$ cat config.mk
export PLATFORM = sky130hd
export DESIGN_NAME = stepper_interp_nd
export DESIGN_NICKNAME = d
export VERILOG_FILES = /design/src/rtl/stepper_pkg.sv /design/src/rtl/stepper_dda_axis.sv /design/src/rtl/stepper_interp_nd.sv
export SDC_FILE = /design/constraint.sdc
export NUM_CORES = 1
export LEC_CHECK = 0
export ABC_AREA = 0
export BUFFER_PORTS_ARGS = -buffer_cell sky130_fd_sc_hd__buf_2
export CORE_MARGIN = 4
export CORE_UTILIZATION = 40
export CTS_CLUSTER_DIAMETER = 60
export DETAILED_ROUTE_END_ITERATION = 16
export MAX_ROUTING_LAYER = met4
export PLACE_DENSITY = 0.55
export SLEW_MARGIN = 10
export SYNTH_ARGS = -nofsm -noshare
export SYNTH_HDL_FRONTEND = slang
export SYNTH_SLANG_ARGS = --single-unit
export TNS_END_PERCENT = 30
$ cat constraint.sdc
create_clock -name clk -period 9.5 [get_ports clk]
set_clock_uncertainty 0.15 [all_clocks]
set_input_delay 0 -clock clk [delete_from_list [all_inputs] [get_ports clk]]
set_output_delay 0 -clock clk [all_outputs]
set_load 0.05 [all_outputs]
$ cat src/rtl/stepper_pkg.sv
// Shared types and helpers for the N-axis DDA stepper pulse generator.
package stepper_pkg;

  localparam int unsigned NumAxesDflt  = 3;
  localparam int unsigned StepBitsDflt = 8;
  localparam int unsigned WideBits     = 64;

  typedef enum logic [1:0] {StIdle, StSetup, StStepHi, StStepLo} state_t;

  typedef logic [NumAxesDflt-1:0]         axis_vec_t;
  typedef logic signed [StepBitsDflt-1:0] step_t;
  typedef logic [WideBits-1:0]            wide_t;

  // Magnitude of a sign-extended count; callers narrow to STEP_BITS, so the
  // most-negative count keeps its full magnitude.
  function automatic wide_t abs_wide(input wide_t v);
    return v[WideBits-1] ? (~v + wide_t'(1)) : v;
  endfunction

endpackage

$ cat src/rtl/stepper_dda_axis.sv
// One Bresenham interpolation axis: latches magnitude/direction, steps on each advance strobe.
module stepper_dda_axis #(
  parameter int unsigned STEP_BITS = 8
) (
  input  logic                 clk,
  input  logic                 reset,
  input  logic                 load,
  input  logic [STEP_BITS-1:0] cmd_step,
  input  logic                 first,
  input  logic                 advance,
  input  logic                 clr_step,
  input  logic [STEP_BITS-1:0] major,
  output logic [STEP_BITS-1:0] abs_mag,
  output logic                 dir,
  output logic                 step
);
  import stepper_pkg::*;

  logic [STEP_BITS-1:0] abs_q;
  logic                 dir_q;
  logic                 step_q;
  logic [STEP_BITS:0]   err_q;
  logic [STEP_BITS:0]   major_ext;
  logic [STEP_BITS:0]   err_base;
  logic [STEP_BITS:0]   sum;

  assign major_ext = {1'b0, major};
  // The first step of a move starts from the half-major seed instead of the stored error.
  assign err_base  = first ? (major_ext >> 1) : err_q;
  assign sum       = err_base + {1'b0, abs_q};

  always_ff @(posedge clk or negedge reset) begin
    if (!reset) begin
      abs_q  <= '0;
      dir_q  <= 1'b0;
      step_q <= 1'b0;
      err_q  <= '0;
    end else begin
      if (load) begin
        abs_q <= STEP_BITS'(abs_wide(wide_t'($signed(cmd_step))));
        dir_q <= cmd_step[STEP_BITS-1];
      end
      if (advance) begin
        step_q <= (sum >= major_ext);
        err_q  <= (sum >= major_ext) ? (sum - major_ext) : sum;
      end else if (clr_step) begin
        step_q <= 1'b0;
      end
    end
  end

  assign abs_mag = abs_q;
  assign dir     = dir_q;
  assign step    = step_q;

endmodule

$ cat src/rtl/stepper_interp_nd.sv
// N-axis stepper pulse generator: command handshake, pulse-phase FSM and major-axis reduction.
module stepper_interp_nd #(
  parameter int unsigned NUM_AXES   = 3,
  parameter int unsigned STEP_BITS  = 8,
  parameter int unsigned TICK_BITS  = 8,
  parameter int unsigned HIGH_TICKS = 4,
  parameter int unsigned LOW_TICKS  = 4
) (
  input  logic                          clk,
  input  logic                          reset,
  input  logic                          clk_en,
  input  logic                          cmd_valid,
  output logic                          cmd_ready,
  input  logic [NUM_AXES*STEP_BITS-1:0] cmd_steps,
  input  logic                          abort,
  output logic [NUM_AXES-1:0]           step_out,
  output logic [NUM_AXES-1:0]           dir_out,
  output logic                          busy,
  output logic                          done
);
  import stepper_pkg::*;

  localparam logic [TICK_BITS-1:0] HiLast = TICK_BITS'(HIGH_TICKS - 1);
  localparam logic [TICK_BITS-1:0] LoLast = TICK_BITS'(LOW_TICKS - 1);

  state_t               state_q, state_d;
  logic [TICK_BITS-1:0] tick_q, tick_d;
  logic [STEP_BITS-1:0] step_cnt_q, step_cnt_d;
  logic                 abort_q, abort_d;
  logic                 done_q, done_d;
  logic                 load, first, advance, clr_step, abort_seen;
  logic [STEP_BITS-1:0] major;
  logic [STEP_BITS-1:0] abs_vec [NUM_AXES];

  for (genvar i = 0; i < NUM_AXES; i++) begin : g_axis
    stepper_dda_axis #(
      .STEP_BITS(STEP_BITS)
    ) u_axis (
      .clk      (clk),
      .reset    (reset),
      .load     (load),
      .cmd_step (cmd_steps[i*STEP_BITS +: STEP_BITS]),
      .first    (first),
      .advance  (advance),
      .clr_step (clr_step),
      .major    (major),
      .abs_mag  (abs_vec[i]),
      .dir      (dir_out[i]),
      .step     (step_out[i])
    );
  end

  always_comb begin
    major = '0;
    for (int i = 0; i < NUM_AXES; i++) begin
      if (abs_vec[i] > major) major = abs_vec[i];
    end
  end

  assign abort_seen = abort_q | abort;

  always_comb begin
    state_d    = state_q;
    tick_d     = tick_q;
    step_cnt_d = step_cnt_q;
    abort_d    = abort_q;
    done_d     = 1'b0;
    load       = 1'b0;
    first      = 1'b0;
    advance    = 1'b0;
    clr_step   = 1'b0;
    if (state_q != StIdle && abort) abort_d = 1'b1;
    unique case (state_q)
      StIdle: begin
        abort_d = 1'b0;
        if (cmd_valid) begin
          load    = 1'b1;
          state_d = StSetup;
        end
      end
      StSetup: begin
        if (clk_en) begin
          tick_d     = '0;
          step_cnt_d = '0;
          if (major == '0 || abort_seen) begin
            state_d = StIdle;
            done_d  = 1'b1;
            abort_d = 1'b0;
          end else begin
            state_d    = StStepHi;
            first      = 1'b1;
            advance    = 1'b1;
            step_cnt_d = STEP_BITS'(1);
          end
        end
      end
      StStepHi: begin
        if (clk_en) begin
          if (tick_q == HiLast) begin
            tick_d   = '0;
            clr_step = 1'b1;
            state_d  = StStepLo;
          end else begin
            tick_d = tick_q + TICK_BITS'(1);
          end
        end
      end
      StStepLo: begin
        if (clk_en) begin
          if (tick_q == LoLast) begin
            tick_d = '0;
            if (step_cnt_q == major || abort_seen) begin
              state_d = StIdle;
              done_d  = 1'b1;
              abort_d = 1'b0;
            end else begin
              state_d    = StStepHi;
              advance    = 1'b1;
              step_cnt_d = step_cnt_q + STEP_BITS'(1);
            end
          end else begin
            tick_d = tick_q + TICK_BITS'(1);
          end
        end
      end
      default: state_d = StIdle;
    endcase
  end

  always_ff @(posedge clk or negedge reset) begin
    if (!reset) begin
      state_q    <= StIdle;
      tick_q     <= '0;
      step_cnt_q <= '0;
      abort_q    <= 1'b0;
      done_q     <= 1'b0;
    end else begin
      state_q    <= state_d;
      tick_q     <= tick_d;
      step_cnt_q <= step_cnt_d;
      abort_q    <= abort_d;
      done_q     <= done_d;
    end
  end

  assign cmd_ready = (state_q == StIdle);
  assign busy      = (state_q != StIdle);
  assign done      = done_q;

endmodule

==> metrics.md <==
| Metric | Value |
|---|---|
| Syn Nets | 1011 |
| Fillcell total | 1771 |
| Min Tclk post-route | around 8700 ps |
| RSZ-0062 raised after global routing | no |
| Worst path arrival time | 8790 ps |
| GRT Total Usage | between 20% and 30% |
| RR Endpoint | g_axis[1].u_axis.err_q[1]$_DFFE_PN0P_ |
| Setup TNS Final | 0 ps |
| Post-synth cell types | 69 |
| ANT nets after route | 0 |
| Worst reg2reg path depth | 35 |
| Main synth FF type | dfrtp_1 |
| CP bufs+invs | 3 |
| Die H | ~140 microns |
| Worst-Skew Late Latency | 360 ps |
| FFs w/ async S/R, synth | 100% |
| Routed length per instance | approximately 18 microns |
| Largest net degree at the start of global routing | 50 |
| Post-synthesis register bit count | 77 |
| Crit path launch | g_axis[0].u_axis.abs_mag[7]$_DFFE_PN0P_ |
| Vias per cell | 5.58 |
| Average cell area after synthesis | 8.08 sq um |
| Vias | 6618 |
| Pre-antenna DRT Iters | 5 |
| Reg2Reg Launch Point | g_axis[0].u_axis.abs_mag[7]$_DFFE_PN0P_ |
| Cell Area, Placed | roughly 7600 sq um |
| Starting Density | 40.7% |
| Synth warn | 0 |
| Critical Path Sink | g_axis[1].u_axis.err_q[1]$_DFFE_PN0P_ |
| Vias in the first global route | 6415 |
| Routability Congestion | 0.955 |
| Period Utilization, post-route | 91.4% |
| Port Buffers | 37 |
| Die area | 20500 sq um |
| Cell Area, Synth | 7310 sq um |
| Slew HR | roughly 28% |
| # DRC | 0 |
| H-tree depth | 3 |
| Status | complete, no violations |
| Post-synth EDFFs | 0 |
| Critical path depth | 35 |
| Clock transition at path regs | 70 ps |
| WP data required | 9600 ps |
| Total global routing overflow | 0 |
| Number of failing hold endpoints at the final stage | 0 |
| Layout cells sized above 1 | 9.83% |
| Critical path class | reg2reg |
| Worst Hold Class | in2reg |
| Seq/Total Area, Yosys | 26.4% |
| Max_cap viols | 0 |
| # nets final | 1058 |
| Initial drt markers | 471 |
| Commonest cells after routing, fill and taps aside | 125 x nand2_1, 77 x dfrtp_1, 72 x ha_1, 61 x inv_1, 57 x o21ai_0 |
| Final instance area | 8310 sq um |
| Antenna diodes | 0 |
| Final setup viols | 0 |
| Hold Path Origin | cmd_valid |
| Detailed Place HPWL | 15700 microns |
| Clk buf depth | 2 |
| # rows | 49 |
| Final Max Slew Viols | 0 |
| Total CTS buffers | 9 |
| CP endpoint kind | flop |
| Overall routed net length | ~21000 microns |
| R2R setup slack | 810 ps |
| Critical path fanouts, max | 22 |
| Initial antenna violation count | 0 |
| IO Pins | 38 |
| First-pass GRT wire length | approximately 34000 microns |
| Leading cell type in the layout, fill and taps excluded | nand2_1 |
| Slew @ Worst Pin | 1070 ps |
| Area growth from synthesis to layout | 13.7% |
| Clock Root Buffer | clkbuf_16 |
| CP top delay family | compound AO/OA/AOI/OAI gates |
| Critical-path top delay cell | o41a_1 |
| Worst setup SP type | flop |
| Chip width | 143 microns |
| Mapped Cells | 904 |
| TritonCTS clock tree | built |
| Critical Path Max Stage Delay | ~530 ps |
| Core Box Area | 18000 sq um |
| Achievable frequency | 0.115 GHz |
| Clk sinks | 77 |
==> worst min path at each step <==
| stage | depth (start not counted) | slack [ps] | to |
|---|---|---|---|
| floorplan | 0 | -450 | abort_q$_DFF_PN0_ |
| global placement | 1 | -200 | tick_q[4]$_DFFE_PN0P_ |
| detailed placement | 1 | -190 | tick_q[4]$_DFFE_PN0P_ |
| CTS | 5 | 30 | g_axis[2].u_axis.dir$_DFFE_PN0P_ |
| global route | 5 | 80 | g_axis[2].u_axis.dir$_DFFE_PN0P_ |
| finish | 5 | 30 | g_axis[2].u_axis.dir$_DFFE_PN0P_ |
==> sequential cells by signal (all words and copies together), names as in the netlist <==
name and cells:
state_q 2, tick_q 8, g_axis.u_axis.step 3, g_axis.u_axis.abs_mag 24, done 1, g_axis.u_axis.err_q 27, abort_q 1, g_axis.u_axis.dir 3
step_cnt_q 8
==> layer usage <==
layer  track usage [%]  share of wire [%]  wire, microns  up-vias
met5                 -                  0              0        -
met4              5.30                1.6            344        0
met3              4.59                4.8           1000       30
met2              34.6                 46           9660      120
met1              28.4                 47           9900     3139
li1                  -                  -              -     3329
==> logic make-up (layout without fill, tap and decap cells) <==
logic type	after synthesis	in the layout	share of synthesized area (%)
AO/OA/AOI/OAI	247	247	23.1
multiplexers	11	11	1.51
adder cells (fa/ha/maj)	78	78	14.0
AND/OR/NAND/NOR	336	336	22.8
buffers and inverters	103	155	5.99
flip-flops	77	77	26.4
XOR/XNOR	52	52	6.23
==> Yosys cell counts, drive strengths merged (3+ instances only) <==
cell type | n | area share [%]
nand2 | 126 | 6.5
dfrtp | 77 | 26
ha | 72 | 12
inv | 61 | 3.1
o21ai | 60 | 4.2
a21oi | 55 | 4.1
nor2 | 44 | 2.3
nand3 | 43 | 2.9
xnor2 | 31 | 3.7
nor3 | 29 | 2.0
a21o | 25 | 2.6
buf | 22 | 1.8
a31oi | 21 | 2.1
xor2 | 21 | 2.5
clkbuf | 20 | 1.0
nand4 | 16 | 1.4
nand2b | 14 | 1.2
nor2b | 14 | 1.2
o31ai | 12 | 1.3
a21boi | 11 | 1.1
and3 | 11 | 1.1
mux2i | 11 | 1.5
a21bo | 10 | 1.4
o21a | 9 | 0.92
and2 | 8 | 0.69
or3 | 8 | 0.69
o211ai | 7 | 0.72
fa | 6 | 1.6
nand4b | 6 | 0.72
o311a | 6 | 0.82
nand3b | 5 | 0.51
o2111ai | 4 | 0.48
or4 | 4 | 0.41
a221oi | 3 | 0.36
a22o | 3 | 0.36
a31o | 3 | 0.36
nor4 | 3 | 0.67
o32ai | 3 | 0.36
==> through the flow <==
stage	util (%)	hold slack, ps	cells	setup slack, ps
after floorplan	-	-446	904	1820
after global placement	42.4	-196	1133	781
after detailed placement	42.4	-191	1133	658
after CTS	46.2	28.0	1185	614
after global routing	46.3	79.2	1185	53.5
final	46.3	33.8	1185	815
==> worst reg2reg max path: cells and delay by family (launching register included) <==
kind / cells / cell delay [ps]
AOI/OAI and AO/OA: 12 / 3120
xor gates and xnor gates: 1 / 210
adders and majority gates: 5 / 1480
buffers and inverters: 3 / 370
DFF: 1 / 420
and+or+nand+nor: 14 / 2830
==> final cells by class <==
| cell class | instances | area, sq um | area share, % |
|---|---|---|---|
| inverters | 61 | 229 | 2.76 |
| multi-input cells | 724 | 4960 | 59.7 |
| repair buffers | 78 | 608 | 7.32 |
| clock buffers | 11 | 243 | 2.92 |
| flip-flops and latches | 77 | 1930 | 23.2 |
| clock inverters | 5 | 58.8 | 0.708 |
| well taps | 229 | 287 | 3.45 |
==> repair_timing <==
item,4_1_cts,5_1_grt
setup endpoints to repair,0,17
resized for setup,0,3
hold buffers,36,0
buffers inserted,0,0
hold endpoints to repair,60,0
Power is not shown: default switching activity piles up to over one toggle a cycle in this logic, so the estimate is an artifact.
